## config.mk

```make
export PLATFORM = sky130hd
export DESIGN_NAME = angle_ascii_framer_flat
export DESIGN_NICKNAME = d
export VERILOG_FILES = /design/src/rtl/angle_ascii_framer_if.sv /design/src/rtl/angle_ascii_framer.sv /design/src/flat_wrapper.sv
export SDC_FILE = /design/constraint.sdc
export NUM_CORES = 1
export LEC_CHECK = 0
export CELL_PAD_IN_SITES_DETAIL_PLACEMENT = 1
export CELL_PAD_IN_SITES_GLOBAL_PLACEMENT = 2
export CORE_MARGIN = 2
export CORE_UTILIZATION = 42
export CTS_CLUSTER_DIAMETER = 150
export DETAILED_ROUTE_END_ITERATION = 16
export DONT_BUFFER_PORTS = 1
export PLACE_DENSITY = 0.91
export SLEW_MARGIN = 10
export SYNTH_ARGS = -nofsm -noshare
export SYNTH_HDL_FRONTEND = slang
export SYNTH_SLANG_ARGS = --single-unit
```

## constraint.sdc

```tcl
create_clock -name clk -period 5.2 [get_ports clk]
set_input_delay 0.78 -clock clk [delete_from_list [all_inputs] [get_ports clk]]
set_output_delay 0.78 -clock clk [all_outputs]
set_load 0.02 [all_outputs]
```

## src/rtl/angle_ascii_framer_if.sv

```systemverilog
// Purpose: byte-stream bundle between the angle source, the ASCII framer
//          and the UART transmitter.
// Signals: angle_in/angle_vld  - signed angle and its single-cycle strobe
//          tx_data/tx_vld/tx_rdy - ASCII byte handshake towards the UART
//          busy/frame_done/drop_cnt - framer status
// Modports: master drives the angle and tx_rdy; slave is the framer.
interface angle_ascii_framer_if;
  logic [15:0] angle_in;
  logic        angle_vld;
  logic [7:0]  tx_data;
  logic        tx_vld;
  logic        tx_rdy;
  logic        busy;
  logic        frame_done;
  logic [7:0]  drop_cnt;

  modport master (
    output angle_in, angle_vld, tx_rdy,
    input  tx_data, tx_vld, busy, frame_done, drop_cnt
  );

  modport slave (
    input  angle_in, angle_vld, tx_rdy,
    output tx_data, tx_vld, busy, frame_done, drop_cnt
  );
endinterface

```

## src/rtl/angle_ascii_framer.sv

```systemverilog
// Purpose: turns each signed 16-bit angle into an ASCII decimal frame
//          (sign, 5 digits, optional CR LF) and streams it byte by byte.
// Ports:   clk  - system clock
//          rst  - asynchronous active-high reset
//          bus  - angle_ascii_framer_if.slave (angle strobe in, byte stream
//                 out, busy / frame_done / drop_cnt status)
//
// state | meaning
// IDLE  | waiting for angle_vld
// CONV  | serial double-dabble, 16 iterations then one hand-off clock
// SEND  | presenting bytes, index advances on tx_vld & tx_rdy
module angle_ascii_framer #(
  parameter bit         TERM_CRLF = 1'b1,
  parameter logic [7:0] PAD_CHAR  = 8'h30
) (
  input logic                  clk,
  input logic                  rst,
  angle_ascii_framer_if.slave  bus
);

  typedef enum logic [1:0] {IDLE, CONV, SEND} state_t;

  localparam logic [2:0] LAST_IDX = TERM_CRLF ? 3'd7 : 3'd5;

  state_t      r_state;
  logic        r_sign;
  logic [15:0] r_mag;
  logic [19:0] r_bcd;
  logic [4:0]  r_cnt;
  logic [2:0]  r_idx;
  logic [7:0]  r_tx_data;
  logic        r_tx_vld;
  logic        r_busy;
  logic        r_frame_done;
  logic [7:0]  r_drop_cnt;

  logic        w_xfer;
  logic        w_last;
  logic        w_accept;
  logic        w_drop;
  logic [15:0] w_mag;
  logic [19:0] w_bcd_adj;

  assign w_xfer   = r_tx_vld & bus.tx_rdy;
  assign w_last   = w_xfer && (r_idx == LAST_IDX);
  // A strobe landing on the last-byte transfer starts the next frame directly.
  assign w_accept = bus.angle_vld && ((r_state == IDLE) || w_last);
  assign w_drop   = bus.angle_vld && !w_accept;
  // 16-bit unsigned magnitude already covers 32768, so -32768 needs no 17th bit.
  assign w_mag    = bus.angle_in[15] ? (16'd0 - bus.angle_in) : bus.angle_in;

  always_comb begin
    w_bcd_adj = r_bcd;
    for (int d = 0; d < 5; d++) begin
      if (r_bcd[d*4 +: 4] >= 4'd5)
        w_bcd_adj[d*4 +: 4] = r_bcd[d*4 +: 4] + 4'd3;
    end
  end

  function automatic logic [7:0] byte_for(input logic [2:0] idx,
                                          input logic [19:0] bcd,
                                          input logic sgn);
    logic [19:0] upper;
    int          sh;
    byte_for = 8'h00;
    upper    = '0;
    sh       = 0;
    case (idx)
      3'd0: byte_for = sgn ? 8'h2D : 8'h2B;
      3'd1, 3'd2, 3'd3, 3'd4, 3'd5: begin
        // upper holds this digit and every more-significant one; all zero
        // means a leading zero, except the units digit which always prints.
        sh    = (5 - int'(idx)) * 4;
        upper = bcd >> sh;
        if ((upper == 20'd0) && (idx != 3'd5)) byte_for = PAD_CHAR;
        else                                   byte_for = {4'h3, upper[3:0]};
      end
      3'd6:    byte_for = 8'h0D;
      default: byte_for = 8'h0A;
    endcase
  endfunction

  always_ff @(posedge clk or posedge rst) begin
    if (rst) begin
      r_state      <= IDLE;
      r_sign       <= 1'b0;
      r_mag        <= '0;
      r_bcd        <= '0;
      r_cnt        <= '0;
      r_idx        <= '0;
      r_tx_data    <= '0;
      r_tx_vld     <= 1'b0;
      r_busy       <= 1'b0;
      r_frame_done <= 1'b0;
      r_drop_cnt   <= '0;
    end else begin
      r_frame_done <= w_last;
      if (w_drop && (r_drop_cnt != 8'hFF))
        r_drop_cnt <= r_drop_cnt + 8'd1;

      case (r_state)
        IDLE: ;
        CONV: begin
          if (r_cnt != 5'd0) begin
            r_bcd <= {w_bcd_adj[18:0], r_mag[15]};
            r_mag <= {r_mag[14:0], 1'b0};
            r_cnt <= r_cnt - 5'd1;
          end else begin
            r_state   <= SEND;
            r_idx     <= 3'd0;
            r_tx_vld  <= 1'b1;
            r_tx_data <= byte_for(3'd0, r_bcd, r_sign);
          end
        end
        SEND: begin
          if (w_xfer) begin
            if (r_idx == LAST_IDX) begin
              r_tx_vld <= 1'b0;
              r_state  <= IDLE;
              r_busy   <= 1'b0;
            end else begin
              r_idx     <= r_idx + 3'd1;
              r_tx_data <= byte_for(r_idx + 3'd1, r_bcd, r_sign);
            end
          end
        end
        default: begin
          r_state  <= IDLE;
          r_tx_vld <= 1'b0;
          r_busy   <= 1'b0;
        end
      endcase

      // Capture last so it overrides the SEND -> IDLE exit on back-to-back frames.
      if (w_accept) begin
        r_sign  <= bus.angle_in[15];
        r_mag   <= w_mag;
        r_bcd   <= '0;
        r_cnt   <= 5'd16;
        r_state <= CONV;
        r_busy  <= 1'b1;
      end
    end
  end

  assign bus.tx_data    = r_tx_data;
  assign bus.tx_vld     = r_tx_vld;
  assign bus.busy       = r_busy;
  assign bus.frame_done = r_frame_done;
  assign bus.drop_cnt   = r_drop_cnt;

endmodule

```

## src/flat_wrapper.sv

```systemverilog
// flat-port wrapper written by rule: the top's interface ports become plain ports
module angle_ascii_framer_flat 
#(
  parameter bit         TERM_CRLF = 1'b1,
  parameter logic [7:0] PAD_CHAR  = 8'h30
)
  (clk, rst, bus_angle_in, bus_angle_vld, bus_tx_rdy, bus_tx_data, bus_tx_vld, bus_busy, bus_frame_done, bus_drop_cnt);
  angle_ascii_framer_if bus_i ();
  input logic clk;
  input logic rst;
  input wire logic [$bits(bus_i.angle_in)-1:0] bus_angle_in;
  input wire logic [$bits(bus_i.angle_vld)-1:0] bus_angle_vld;
  input wire logic [$bits(bus_i.tx_rdy)-1:0] bus_tx_rdy;
  output wire logic [$bits(bus_i.tx_data)-1:0] bus_tx_data;
  output wire logic [$bits(bus_i.tx_vld)-1:0] bus_tx_vld;
  output wire logic [$bits(bus_i.busy)-1:0] bus_busy;
  output wire logic [$bits(bus_i.frame_done)-1:0] bus_frame_done;
  output wire logic [$bits(bus_i.drop_cnt)-1:0] bus_drop_cnt;
  assign bus_i.angle_in = bus_angle_in;
  assign bus_i.angle_vld = bus_angle_vld;
  assign bus_i.tx_rdy = bus_tx_rdy;
  assign bus_tx_data = bus_i.tx_data;
  assign bus_tx_vld = bus_i.tx_vld;
  assign bus_busy = bus_i.busy;
  assign bus_frame_done = bus_i.frame_done;
  assign bus_drop_cnt = bus_i.drop_cnt;
  angle_ascii_framer #(.TERM_CRLF(TERM_CRLF), .PAD_CHAR(PAD_CHAR)) u_core (.clk(clk), .rst(rst), .bus(bus_i));
endmodule
```

# After elaboration in Yosys (flattened, before gate mapping)
# Cells that the tools add are included.
[op_classes] addsub=10 n_lt_le_gt_ge=5 reduce_logical=21 muxes=37 bitwise_logic=2 n_eq_ne=20 shift=1
[op_table] op="$mux 16" count=4
[op_table] op="$mux 20" count=3
[op_table] op="$shr 20x32->20" count=1
[op_table] op="$mux 8" count=3
[op_table] op="$pmux 8 s3" count=1
[op_table] op="$ge 4x3->1 const B" count=5
[op_table] op="$logic_not 20->1" count=1
[op_table] op="$mux 4" count=5
[op_table] op="$add 4x2->4 const B" count=4
[op_table] op="$pmux 8 s2" count=1
[op_table] op="$sub 1x16->16 const A" count=1
[op_table] op="$mux 3" count=5
[op_table] op="$mux 5" count=3
[op_table] op="$eq 3x3->1 const B" count=4
[op_table] op="$reduce_and 4->1" count=3
[op_table] op="$add 8x1->8 const B" count=1
[op_table] op="$mux 2" count=4
[op_table] op="$ne 2x1->1 const B" count=4
[op_table] op="$ne 8x8->1 const B" count=1
[op_table] op="$eq 3x2->1 const B" count=2
[op_table] op="$ne 3x1->1 const B" count=2
[op_table] op="$pmux 2 s3" count=1
[op_table] op="$pmux 3 s2" count=1
[op_table] op="$reduce_bool 2->1" count=3
[op_table] op="other kinds (25)" count=33
[word_totals] regBits=66 inputBits=20 wordCells=107 out_inout_bits=19

# Depth between registers and ports, before layout
# Gate-level depths: netlist of run 1.
[depth] ltp_word=10 depth_mapped=11 depth_no_buf=8

# Least setup slack after synthesis of run 1
# OpenSTA, ideal clock, no wires.
[synth_timing] path_type="reg2reg" startpoint="register u_core.r_idx[0]" endpoint="register u_core.r_tx_data[0] (netlist: u_core.bus.tx_data[0])" synth_period_minus_slack_ns=2.319 path_buffers=3 required_time_ns=5.074 path_stages_with_launch=10 t_arrival_ns=2.193 setup_time_ns=0.126 slack_ns=2.881 path_cell_list="dfrtp_1 buf_2 buf_2 inv_1 ha_1 ha_1 buf_1 a311oi_1 a21oi_1 o32a_1"
[synth_via] elab_chain_len=10 word_cells_on_any_way=22 cone_classes="add/sub: 2; eq/ne: 9; shift: 1; mux: 5; reduce/logical: 5"
[synth_rtl] item="from (decl)" line="angle_ascii_framer.sv:30" text="logic [2:0] r_idx;"
[synth_rtl] item="from (signal assigned)" line="angle_ascii_framer.sv:122" text="r_idx <= r_idx + 3'd1;"
[synth_rtl] item="$add 3x1->3" line="angle_ascii_framer.sv:123" text="r_tx_data <= byte_for(r_idx + 3'd1, r_bcd, r_sign);"
[synth_rtl] item="$sub 3x3->4" line="angle_ascii_framer.sv:73" text="sh = (5 - int'(idx)) * 4;"
[synth_rtl] item="$shr 20x32->20" line="angle_ascii_framer.sv:74" text="upper = bcd >> sh;"
[synth_rtl] item="$logic_not 20->1" line="angle_ascii_framer.sv:75" text="if ((upper == 20'd0) && (idx != 3'd5)) byte_for = PAD_CHAR;"
[synth_rtl] item="$logic_and 1x1->1" line="angle_ascii_framer.sv:75"
[synth_rtl] item="$mux 4" line="angle_ascii_framer.sv:75"
[synth_rtl] item="$pmux 8 s3" line="angle_ascii_framer.sv:68" text="case (idx)"
[synth_rtl] item="$mux 8" line="angle_ascii_framer.sv:117" text="if (r_idx == LAST_IDX) begin"
[synth_rtl] item="$mux 8" line="angle_ascii_framer.sv:116" text="if (w_xfer) begin"
[synth_rtl] item="$pmux 8 s2" line="angle_ascii_framer.sv:101" text="case (r_state)"
[synth_rtl] item="to (signal assigned)" line="angle_ascii_framer.sv:112" text="r_tx_data <= byte_for(3'd0, r_bcd, r_sign);"
[synth_rtl] item="to (signal assigned)" line="angle_ascii_framer.sv:123"
[synth_rtl] item="to (decl)" line="angle_ascii_framer.sv:31" text="logic [7:0] r_tx_data;"
# Several ways; a longest one is shown, not always the timed one. The select of a mux whose other input is x is not followed.
# A chain may end at the register's enable or synchronous reset.

# Worst setup path in the final report of run 1
# Ends and elaborated chain as after synthesis.

==> results of run 1 <==
worst paths after layout:
check,endpoint,startpoint
setup / recovery,u_core.bus.tx_data[0],u_core.r_idx[0]
max in group asynchronous,u_core.r_bcd[1],rst
min in group asynchronous,u_core.r_mag[13],rst
hold / removal,u_core.r_idx[2],u_core.r_idx[2]
setup reg to reg,u_core.bus.tx_data[0],u_core.r_idx[0]
hold reg to reg,u_core.r_idx[2],u_core.r_idx[2]
per-layer routing:
layer	vias to the layer above	global-route usage, %	part of all wire (%)
met3	7	5.20	2.7
li1	1467	-	-
met1	1538	24.3	49
met4	0	5.58	0.91
met2	36	32.5	47
met5	-	0	0
report_power, final:
part           internal (uW)  total, uW  switching, uW  leakage, uW
Clock                    369        580            212     0.000134
Sequential               701        983            282     0.000801
Combinational            413       1010            596     0.000919
Total                   1480       2570           1090      0.00185
state kept, by name, indices dropped and copies added, names as in the netlist:
name / cells
u_core.r_bcd: 20
u_core.r_mag: 16
u_core.bus.drop_cnt: 8
u_core.bus.tx_data: 6
u_core.r_cnt: 5
u_core.r_idx: 3
u_core.r_state: 2
u_core.bus.busy: 1
u_core.bus.frame_done: 1
u_core.bus.tx_vld: 1
u_core.r_sign: 1
kinds of logic after synthesis:
logic type               share of synthesized area (%)
AND/OR/NAND/NOR                                   19.9
AO/OA/AOI/OAI                                     16.1
flip-flops                                        41.7
buffers and inverters                             5.08
XOR/XNOR                                          6.84
adder cells (fa/ha/maj)                           6.52
multiplexers                                      3.75
other                                           0.0977
layout by cell type, fill, tap and decap left out, types with 2 or more instances in the layout:
| master | n |
|---|---|
| clkbuf_8 | 9 |
| xor2_1 | 17 |
| xnor2_1 | 13 |
| and3_1 | 11 |
| nor3_1 | 4 |
| dfrtp_1 | 64 |
| nand2_1 | 69 |
| a21oi_1 | 36 |
| o22ai_1 | 3 |
| bufinv_16 | 4 |
| a21o_1 | 2 |
| a22o_1 | 2 |
| mux2i_1 | 11 |
| and2_1 | 4 |
| or3_1 | 2 |
| and4_1 | 2 |
| nand2b_1 | 10 |
| buf_4 | 2 |
| o31ai_1 | 4 |
| a31oi_1 | 8 |
| conb_1 | 2 |
| nand4_1 | 2 |
| nor2_1 | 25 |
| nand3_1 | 14 |
| a21boi_0 | 4 |
| a211oi_1 | 7 |
| nor4_1 | 2 |
| nand4b_1 | 2 |
| nor3b_1 | 3 |
| or4_1 | 2 |
| o21ai_0 | 23 |
| inv_1 | 22 |
| ha_1 | 20 |
layout make-up:
class,instances,area [um^2]
fillers,1027,4650
well taps,108,135
clock buffers,9,124
repair buffers,2,15.0
inverters,23,86.3
flip-flops and latches,64,1600
multi-input cells,322,2050
clock inverters,7,143
through the flow:
| stage | setup slack, ps | power, uW | hold slack, ps | instances | util (%) |
|---|---|---|---|---|---|
| global route | 2220 | 2780 | 555 | 535 | 47.2 |
| global placement | 2640 | 1940 | 491 | 519 | 44.2 |
| finish | 2400 | 2570 | 519 | 535 | 47.2 |
| floorplan | 2820 | 1760 | 469 | 431 | - |
| detailed placement | 2480 | 2010 | 499 | 519 | 44.2 |
| CTS | 2440 | 2600 | 518 | 535 | 47.2 |
==> run_results.csv, run 1 <==
group,metric,value,unit
routing,detail_route.wl_per_cell,16.6,um
worst_setup_path,required,5430,ps
routing,drtIter0Drc,97,
timing,relSlewSlack,43.0,%
synth,syn_inst,430,
timing,max_freq,0.357,GHz
floorplan,row_count,34,
clock_network,clock_path_buffers,2,
worst_setup_path,cp_num_buf_inv,1,
worst_setup_path,cp.depth,6,
floorplan,die-area,9920,um^2
clock_network,ctsResizeCount,0,
worst_setup_path,crit_path_frequent_cell,"ha_1",
worst_setup_path,worst-setup-path-type,"reg -> reg",
cells_and_area,diodes,0,
floorplan,start_util,43.6,%
clock_network,cts_setup_buffers,0,
synth,syn_area,3840,um^2
cells_and_area,drive_above_1_share,6.32,%
timing,fin_skew,14.3,ps
synth,synth_area_leader_cell,"dfrtp_1",
synth,synth_cell_types,52,
synth,synth_edf_count,0,
worst_setup_path,ff2ff_setup_slack,2400,ps
job,maxCapViolCount,0,
floorplan,die_x,99.6,um
outcome,outcome,"finished clean",
clock_network,postCtsHoldBufs,0,
worst_setup_path,cpMaxStageDelayCell,"dfrtp_1",
synth,synth_top_area_share,41.7,%
clock_network,cts_tree,"done",
floorplan,coreArea,8810,um^2
clock_network,clock-sinks,64,
synth,synthArstFlopShare,100,%
placed_design,dp_hpwl,6.05,mm
synth,synth_top_cells_by_count,"69 x nand2_1, 64 x dfrtp_1, 36 x a21oi_1",
synth,avgSynthCellArea,8.93,um^2
worst_setup_path,worstPathMaxFanout,17,
worst_setup_path,worst_path_dominant_cell_family,"adder cells",
routing,dr_total_vias,3048,
worst_hold_path,hp-class,"reg -> reg",
pwr,power.density,619,nW/um^2
placed_design,globalplace.congestion,0.799,
routing,dr.pass1.iters,4,
routing,viasPerCell,5.70,
clock_network,insertion_delay,360,ps
synth,ys.flop_type,"dfrtp_1",
timing,maxSlewViolCount,0,
grt,grt_pass1_wl,15.3,mm
timing,worst_pin_slew,853,ps
timing,fin_crit_sh,53.9,%
synth,ys_warn_count,0,
placed_design,portBuffers,0,
routing,antenna_left,0,
worst_setup_path,slowest_delay,770,ps
pwr,ir_drop,0.000237,V
clock_network,root_buffer,"clkbuf_8",
floorplan,die_h,99.6,um
floorplan,io_pins,39,
grt,gr-usage-all-layers,19.3,%
placed_design,placed_area,3890,um^2
worst_setup_path,reg2reg_depth,6,
pwr,total_leakage_power,0.00185,uW
timing,timing.final.setup_violations,0,
timing,hold_viol,0,
routing,drt-total-wl,8.87,mm
cells_and_area,final_nets,462,
synth,yosys-top-cells-area,"dfrtp_1 42%, nand2_1 6.7%, ha_1 6.5%",
clock_network,cts.htree.levels,3,
grt,grt_max_degree,65,
synth,synth_seq_area_share,41.7,%
worst_setup_path,end_kind,"register",
timing,rsz0062_at_grt,"no",
clock_network,cts-buffers-inserted,9,
grt,antenna_found_initial,0,
cells_and_area,postLayoutCellArea,4160,um^2
grt,grt_pass1_vias,3216,
worst_setup_path,cp_cell_sequence,"inv_1 -> ha_1 -> ha_1 -> o21ai_0 -> a221oi_1 -> o32a_1",
grt,gr-total-overflow,0,
worst_hold_path,whs_path_depth,1,
synth,yosys.cell_count.top_type,"nand2_1",
clock_network,path_clk_slew,70,ps
routing,drc,0,
timing,period_needed,2800,ps
worst_setup_path,critPathArrivalTime,3030,ps
cells_and_area,area_growth,8.24,%
synth,ys_ff_latch,64,
worst_setup_path,critPathLaunchType,"register",
timing,timing.setup.tns,0,ps
No activity file was read; power rests on OpenSTA's default activity.
==> inputs of run 2 (changes only) <==
--- a/config.mk
+++ b/config.mk
@@ -8,11 +8,11 @@
 export CELL_PAD_IN_SITES_DETAIL_PLACEMENT = 1
 export CELL_PAD_IN_SITES_GLOBAL_PLACEMENT = 2
 export CORE_MARGIN = 2
-export CORE_UTILIZATION = 42
+export CORE_UTILIZATION = 39
 export CTS_CLUSTER_DIAMETER = 150
 export DETAILED_ROUTE_END_ITERATION = 16
 export DONT_BUFFER_PORTS = 1
-export PLACE_DENSITY = 0.91
+export PLACE_DENSITY = 0.86
 export SLEW_MARGIN = 10
 export SYNTH_ARGS = -nofsm -noshare
 export SYNTH_HDL_FRONTEND = slang
==> constraint.sdc (replaced) <==
create_clock -name clk -period 2.81 [get_ports clk]
set_input_delay 0.4215 -clock clk [delete_from_list [all_inputs] [get_ports clk]]
set_output_delay 0.4215 -clock clk [all_outputs]
set_load 0.02 [all_outputs]
==> run_results.csv, run 2 (synthesis results as in run 1) <==
group,metric,value,unit
timing,timing.setup.tns,0,ps
clock_network,cts.htree.levels,3,
grt,gr-usage-all-layers,18.4,%
worst_hold_path,hold_end,"u_core.r_sign",
worst_setup_path,critPathLaunchType,"register",
pwr,power.density,1120,nW/um^2
timing,hold_viol,0,
timing,rsz0062_at_grt,"no",
placed_design,placed_area,3980,um^2
clock_network,clock_path_buffers,2,
cells_and_area,final_common_cell,"nand2_1",
timing,timing.final.setup_violations,0,
floorplan,die_h,103,um
placed_design,portBuffers,0,
worst_setup_path,cp.depth,7,
worst_setup_path,worstPathMaxFanout,23,
floorplan,die-area,10700,um^2
worst_setup_path,crit_path_frequent_cell,"a211oi_1",
cells_and_area,final_cell_mix,"69 x nand2_1, 64 x dfrtp_1, 36 x a21oi_1",
clock_network,cts-buffers-inserted,9,
cells_and_area,utilization,43.6,%
floorplan,row_count,36,
worst_setup_path,ff2ff_setup_slack,380,ps
grt,grt_max_degree,37,
pwr,total_leakage_power,0.00187,uW
cells_and_area,drive_above_1_share,7.34,%
grt,gr-total-overflow,0,
cells_and_area,largest_reg_flops,20,
timing,relSlewSlack,25.1,%
worst_setup_path,reg2reg_depth,7,
worst_setup_path,worst_path_dominant_cell_family,"simple AND/OR/NAND/NOR gates",
routing,dr.pass1.iters,4,
timing,fin_crit_sh,86.4,%
grt,grt_pass1_vias,3221,
cells_and_area,final_nets,471,
worst_setup_path,cpMaxStageDelayCell,"or2_1",
timing,maxSlewViolCount,0,
worst_setup_path,r2r_start,"u_core.r_cnt[0]",
routing,drtIter0Drc,97,
placed_design,placedCellCount,552,
clock_network,root_buffer,"clkbuf_8",
worst_hold_path,hp-class,"in -> reg",
worst_setup_path,end_kind,"register",
cells_and_area,regMostFlops,"u_core.r_bcd",
cells_and_area,diodes,0,
routing,viasPerCell,5.40,
clock_network,ctsResizeCount,0,
worst_hold_path,whs_path_depth,2,
clock_network,cts_tree,"done",
floorplan,start_util,39.7,%
clock_network,cts_setup_buffers,0,
worst_setup_path,worst-setup-path-type,"reg -> reg",
timing,max_freq,0.412,GHz
timing,fin_skew,10.4,ps
worst_setup_path,cp_num_buf_inv,2,
worst_setup_path,slowest_delay,620,ps
floorplan,die_x,103,um
floorplan,io_pins,39,
routing,antenna_left,0,
grt,antenna_found_initial,0,
placed_design,globalplace.congestion,0.784,
clock_network,path_clk_slew,80,ps
placed_design,preCtsSetupSlack,336,ps
worst_setup_path,cp_cell_sequence,"inv_1 -> ha_1 -> nor4b_4 -> or2_1 -> buf_4 -> a211oi_1 -> a211oi_1",
cells_and_area,final_cells,569,
clock_network,insertion_delay,360,ps
routing,dr_total_vias,3074,
worst_hold_path,hold_start,"bus_angle_in[15]",
cells_and_area,area_growth,9.97,%
job,maxCapViolCount,0,
worst_setup_path,critPathArrivalTime,2670,ps
cells_and_area,postLayoutCellArea,4220,um^2
timing,period_needed,2430,ps
routing,detail_route.wl_per_cell,15.7,um
timing,worst_pin_slew,1120,ps
placed_design,dp_hpwl,6.40,mm
floorplan,coreArea,9680,um^2
routing,drt-total-wl,8.96,mm
grt,grt_pass1_wl,15.2,mm
timing,fin_ws,382,ps
clock_network,postCtsHoldBufs,1,
clock_network,clock-sinks,64,
worst_setup_path,required,3050,ps
outcome,outcome,"finished clean",
routing,drc,0,
worst_setup_path,r2r-end,"u_core.r_bcd[4]",
pwr,ir_drop,0.000358,V
-- run 2: cell types whose count changed in the layout (fill, tap and decap cells not counted), sizes merged --
cell,before,now
buf,2,10
clkbuf,9,11
clkinv,2,0
clkinvlp,0,2
bufinv,4,3
dlygate4sd3,0,1
inv,24,23
-- run 2: final cells by class --
| class | instances | area (um^2) |
|---|---|---|
| inverter | 23 | 86.3 |
| timing repair buffer | 11 | 85.1 |
| clock inverter | 5 | 105 |
| multi-input combinational | 322 | 2050 |
| fill | 1143 | 5460 |
| sequential | 64 | 1600 |
| tap | 133 | 166 |
| clock buffer | 11 | 131 |
-- run 2: through the flow --
step           hold slack [ps]  total power (uW)
2_1_floorplan              469              3260
3_3_place_gp               345              3660
3_5_place_dp               357              3780
4_1_cts                    189              4770
5_1_grt                    213              5130
6_report                   195              4720
-- run 2: how the worst max path moves through the flow --
stage	slack [ps]	endpoint	start
floorplan	490	u_core.bus.tx_data[0]	u_core.r_idx[0]
global placement	410	u_core.r_bcd[16]	u_core.r_cnt[0]
detailed placement	340	u_core.r_bcd[4]	u_core.r_cnt[0]
CTS	330	u_core.r_bcd[4]	u_core.r_cnt[0]
global route	130	u_core.r_bcd[4]	u_core.r_cnt[0]
finish	380	u_core.r_bcd[4]	u_core.r_cnt[0]
-- run 2: routing by layer --
metal | up-vias | global-route usage, % | routed length [um]
li1 | 1485 | - | -
met1 | 1528 | 23.0 | 4090
met2 | 51 | 31.4 | 4450
met3 | 10 | 3.97 | 274
met4 | 0 | 6.88 | 141
met5 | - | 0 | 0
-- run 2: where the power goes --
part | switching [uW] | internal (uW) | total [uW]
clock | 384 | 590 | 974
sequential | 476 | 1300 | 1770
combinational | 1150 | 820 | 1970
total | 2010 | 2710 | 4720
==> inputs of run 3 (changes only) <==
--- a/config.mk
+++ b/config.mk
@@ -8,11 +8,11 @@
 export CELL_PAD_IN_SITES_DETAIL_PLACEMENT = 1
 export CELL_PAD_IN_SITES_GLOBAL_PLACEMENT = 2
 export CORE_MARGIN = 2
-export CORE_UTILIZATION = 39
+export CORE_UTILIZATION = 35
 export CTS_CLUSTER_DIAMETER = 150
 export DETAILED_ROUTE_END_ITERATION = 16
 export DONT_BUFFER_PORTS = 1
-export PLACE_DENSITY = 0.86
+export PLACE_DENSITY_LB_ADDON = 0.2
 export SLEW_MARGIN = 10
 export SYNTH_ARGS = -nofsm -noshare
 export SYNTH_HDL_FRONTEND = slang
==> run_results.csv, run 3 (synthesis results as in run 1) <==
group,metric,value,unit
worst_setup_path,worstPathMaxFanout,16,
placed_design,preCtsSetupSlack,597,ps
placed_design,portBuffers,0,
timing,maxSlewViolCount,0,
outcome,outcome,"finished clean",
routing,detail_route.wl_per_cell,16.1,um
cells_and_area,utilization,39.0,%
placed_design,placedCellCount,559,
pwr,total_leakage_power,0.00186,uW
floorplan,io_pins,39,
worst_hold_path,hp-class,"in -> async",
cells_and_area,drive_above_1_share,7.82,%
cells_and_area,final_cell_mix,"69 x nand2_1, 64 x dfrtp_1, 36 x a21oi_1",
grt,gr-usage-all-layers,17.3,%
worst_setup_path,crit_end,"u_core.bus.tx_data[0]",
timing,max_freq,0.451,GHz
routing,dr.pass1.iters,5,
cells_and_area,final_nets,470,
pwr,power.density,1090,nW/um^2
worst_setup_path,critPathLaunch,"u_core.r_idx[0]",
cells_and_area,largest_reg_flops,20,
worst_setup_path,reg2reg_depth,7,
timing,fin_skew,14.2,ps
grt,gr-total-overflow,0,
pwr,ir_drop,0.000354,V
cells_and_area,diodes,0,
timing,hold_viol,0,
cells_and_area,fillers,1236,
floorplan,row_count,38,
pwr,clkPwrFrac,18.2,%
worst_setup_path,slowest_delay,420,ps
clock_network,insertion_delay,360,ps
floorplan,die-area,11800,um^2
cells_and_area,final_cells,575,
timing,fin_ws,592,ps
routing,drc,0,
routing,antenna_left,0,
worst_setup_path,end_kind,"register",
routing,drt-total-wl,9.24,mm
worst_setup_path,r2r-end,"u_core.bus.tx_data[0]",
routing,viasPerCell,5.28,
clock_network,postCtsHoldBufs,0,
placed_design,dp_hpwl,6.44,mm
clock_network,clock-sinks,64,
clock_network,clock_path_buffers,2,
timing,timing.setup.tns,0,ps
clock_network,path_clk_slew,90,ps
grt,grt_max_degree,65,
pwr,p_comb_share,43.1,%
grt,grt_pass1_wl,16.1,mm
floorplan,start_util,35.6,%
clock_network,ctsResizeCount,0,
timing,rsz0062_at_grt,"no",
grt,antenna_found_initial,0,
placed_design,globalplace.congestion,0.787,
floorplan,die_h,109,um
pwr,switchingPower,2040,uW
timing,period_needed,2220,ps
worst_setup_path,r2r_start,"u_core.r_idx[0]",
worst_setup_path,critPathArrivalTime,2460,ps
clock_network,cts-buffers-inserted,9,
worst_setup_path,worst-setup-path-type,"reg -> reg",
routing,dr_total_vias,3037,
clock_network,cts.htree.levels,3,
grt,grt_pass1_vias,3239,
cells_and_area,final_common_cell,"nand2_1",
worst_setup_path,ff2ff_setup_slack,590,ps
worst_setup_path,crit_path_frequent_cell,"ha_1",
cells_and_area,area_growth,9.74,%
pwr,intPower,2550,uW
worst_setup_path,critPathLaunchType,"register",
timing,fin_crit_sh,78.9,%
timing,timing.final.setup_violations,0,
clock_network,cts_tree,"done",
worst_setup_path,required,3050,ps
clock_network,root_buffer,"clkbuf_8",
floorplan,coreArea,10800,um^2
routing,drtIter0Drc,138,
timing,hold_ws,27.5,ps
job,maxCapViolCount,0,
worst_setup_path,cp_cell_sequence,"buf_4 -> inv_1 -> ha_1 -> ha_1 -> o21ai_0 -> a221oi_1 -> o32a_1",
pwr,p_sw_share,44.5,%
worst_setup_path,cpMaxStageDelayCell,"ha_1",
cells_and_area,regMostFlops,"u_core.r_bcd",
timing,worst_pin_slew,765,ps
floorplan,die_x,109,um
pwr,pwr-share-seq,38.7,%
timing,relSlewSlack,48.9,%
clock_network,cts_setup_buffers,0,
[run 3: worst max-delay path: cells and delay by family (launching register included)]
family,cells,cell delay [ps]
AOI/OAI and AO/OA,3,650
buffers and inverters,2,350
adders and majority gates,2,750
DFF,1,360
[run 3: power groups by stage]
stage	Sequential (uW)	Clock (uW)	Combinational (uW)
2_1_floorplan	1690	0	1570
3_5_place_dp	1800	0	2010
6_report	1780	837	1980
4_1_cts	1790	865	2020
3_3_place_gp	1790	0	1940
5_1_grt	1850	908	2290
[run 3: worst min-delay path by stage]
stage / to / slack (ps) / cells past startpoint
2_1_floorplan: u_core.r_mag[0] / 470 / 2
3_3_place_gp: u_core.bus.drop_cnt[3] / 410 / 2
3_5_place_dp: u_core.r_mag[11] / 430 / 2
4_1_cts: u_core.bus.drop_cnt[0] / 30 / 2
5_1_grt: u_core.r_mag[12] / 30 / 2
6_report: u_core.r_mag[11] / 30 / 2
[run 3: layout make-up]
type / count / area (um^2) / area share (%)
clock inverters: 7 / 80.1 / 1.90
inverters: 23 / 86.3 / 2.05
flip-flops and latches: 64 / 1600 / 38.0
well taps: 140 / 175 / 4.16
multi-input cells: 322 / 2050 / 48.6
repair buffers: 10 / 100 / 2.38
clock buffers: 9 / 124 / 2.94
[run 3: per-stage QoR]
| step | instance area [um^2] | power, uW |
|---|---|---|
| final | 4210 | 4600 |
| after global routing | 4210 | 5050 |
| after CTS | 4210 | 4670 |
| after detailed placement | 4010 | 3810 |
| after global placement | 4010 | 3740 |
| after floorplan | 3840 | 3260 |
[run 3: layer usage]
layer	share of wire, %	GRT usage (%)	wire, um
met1	48	22.3	4460
met2	48	29.2	4430
met3	2.7	3.65	254
met4	1.0	5.22	95
met5	0	0	0
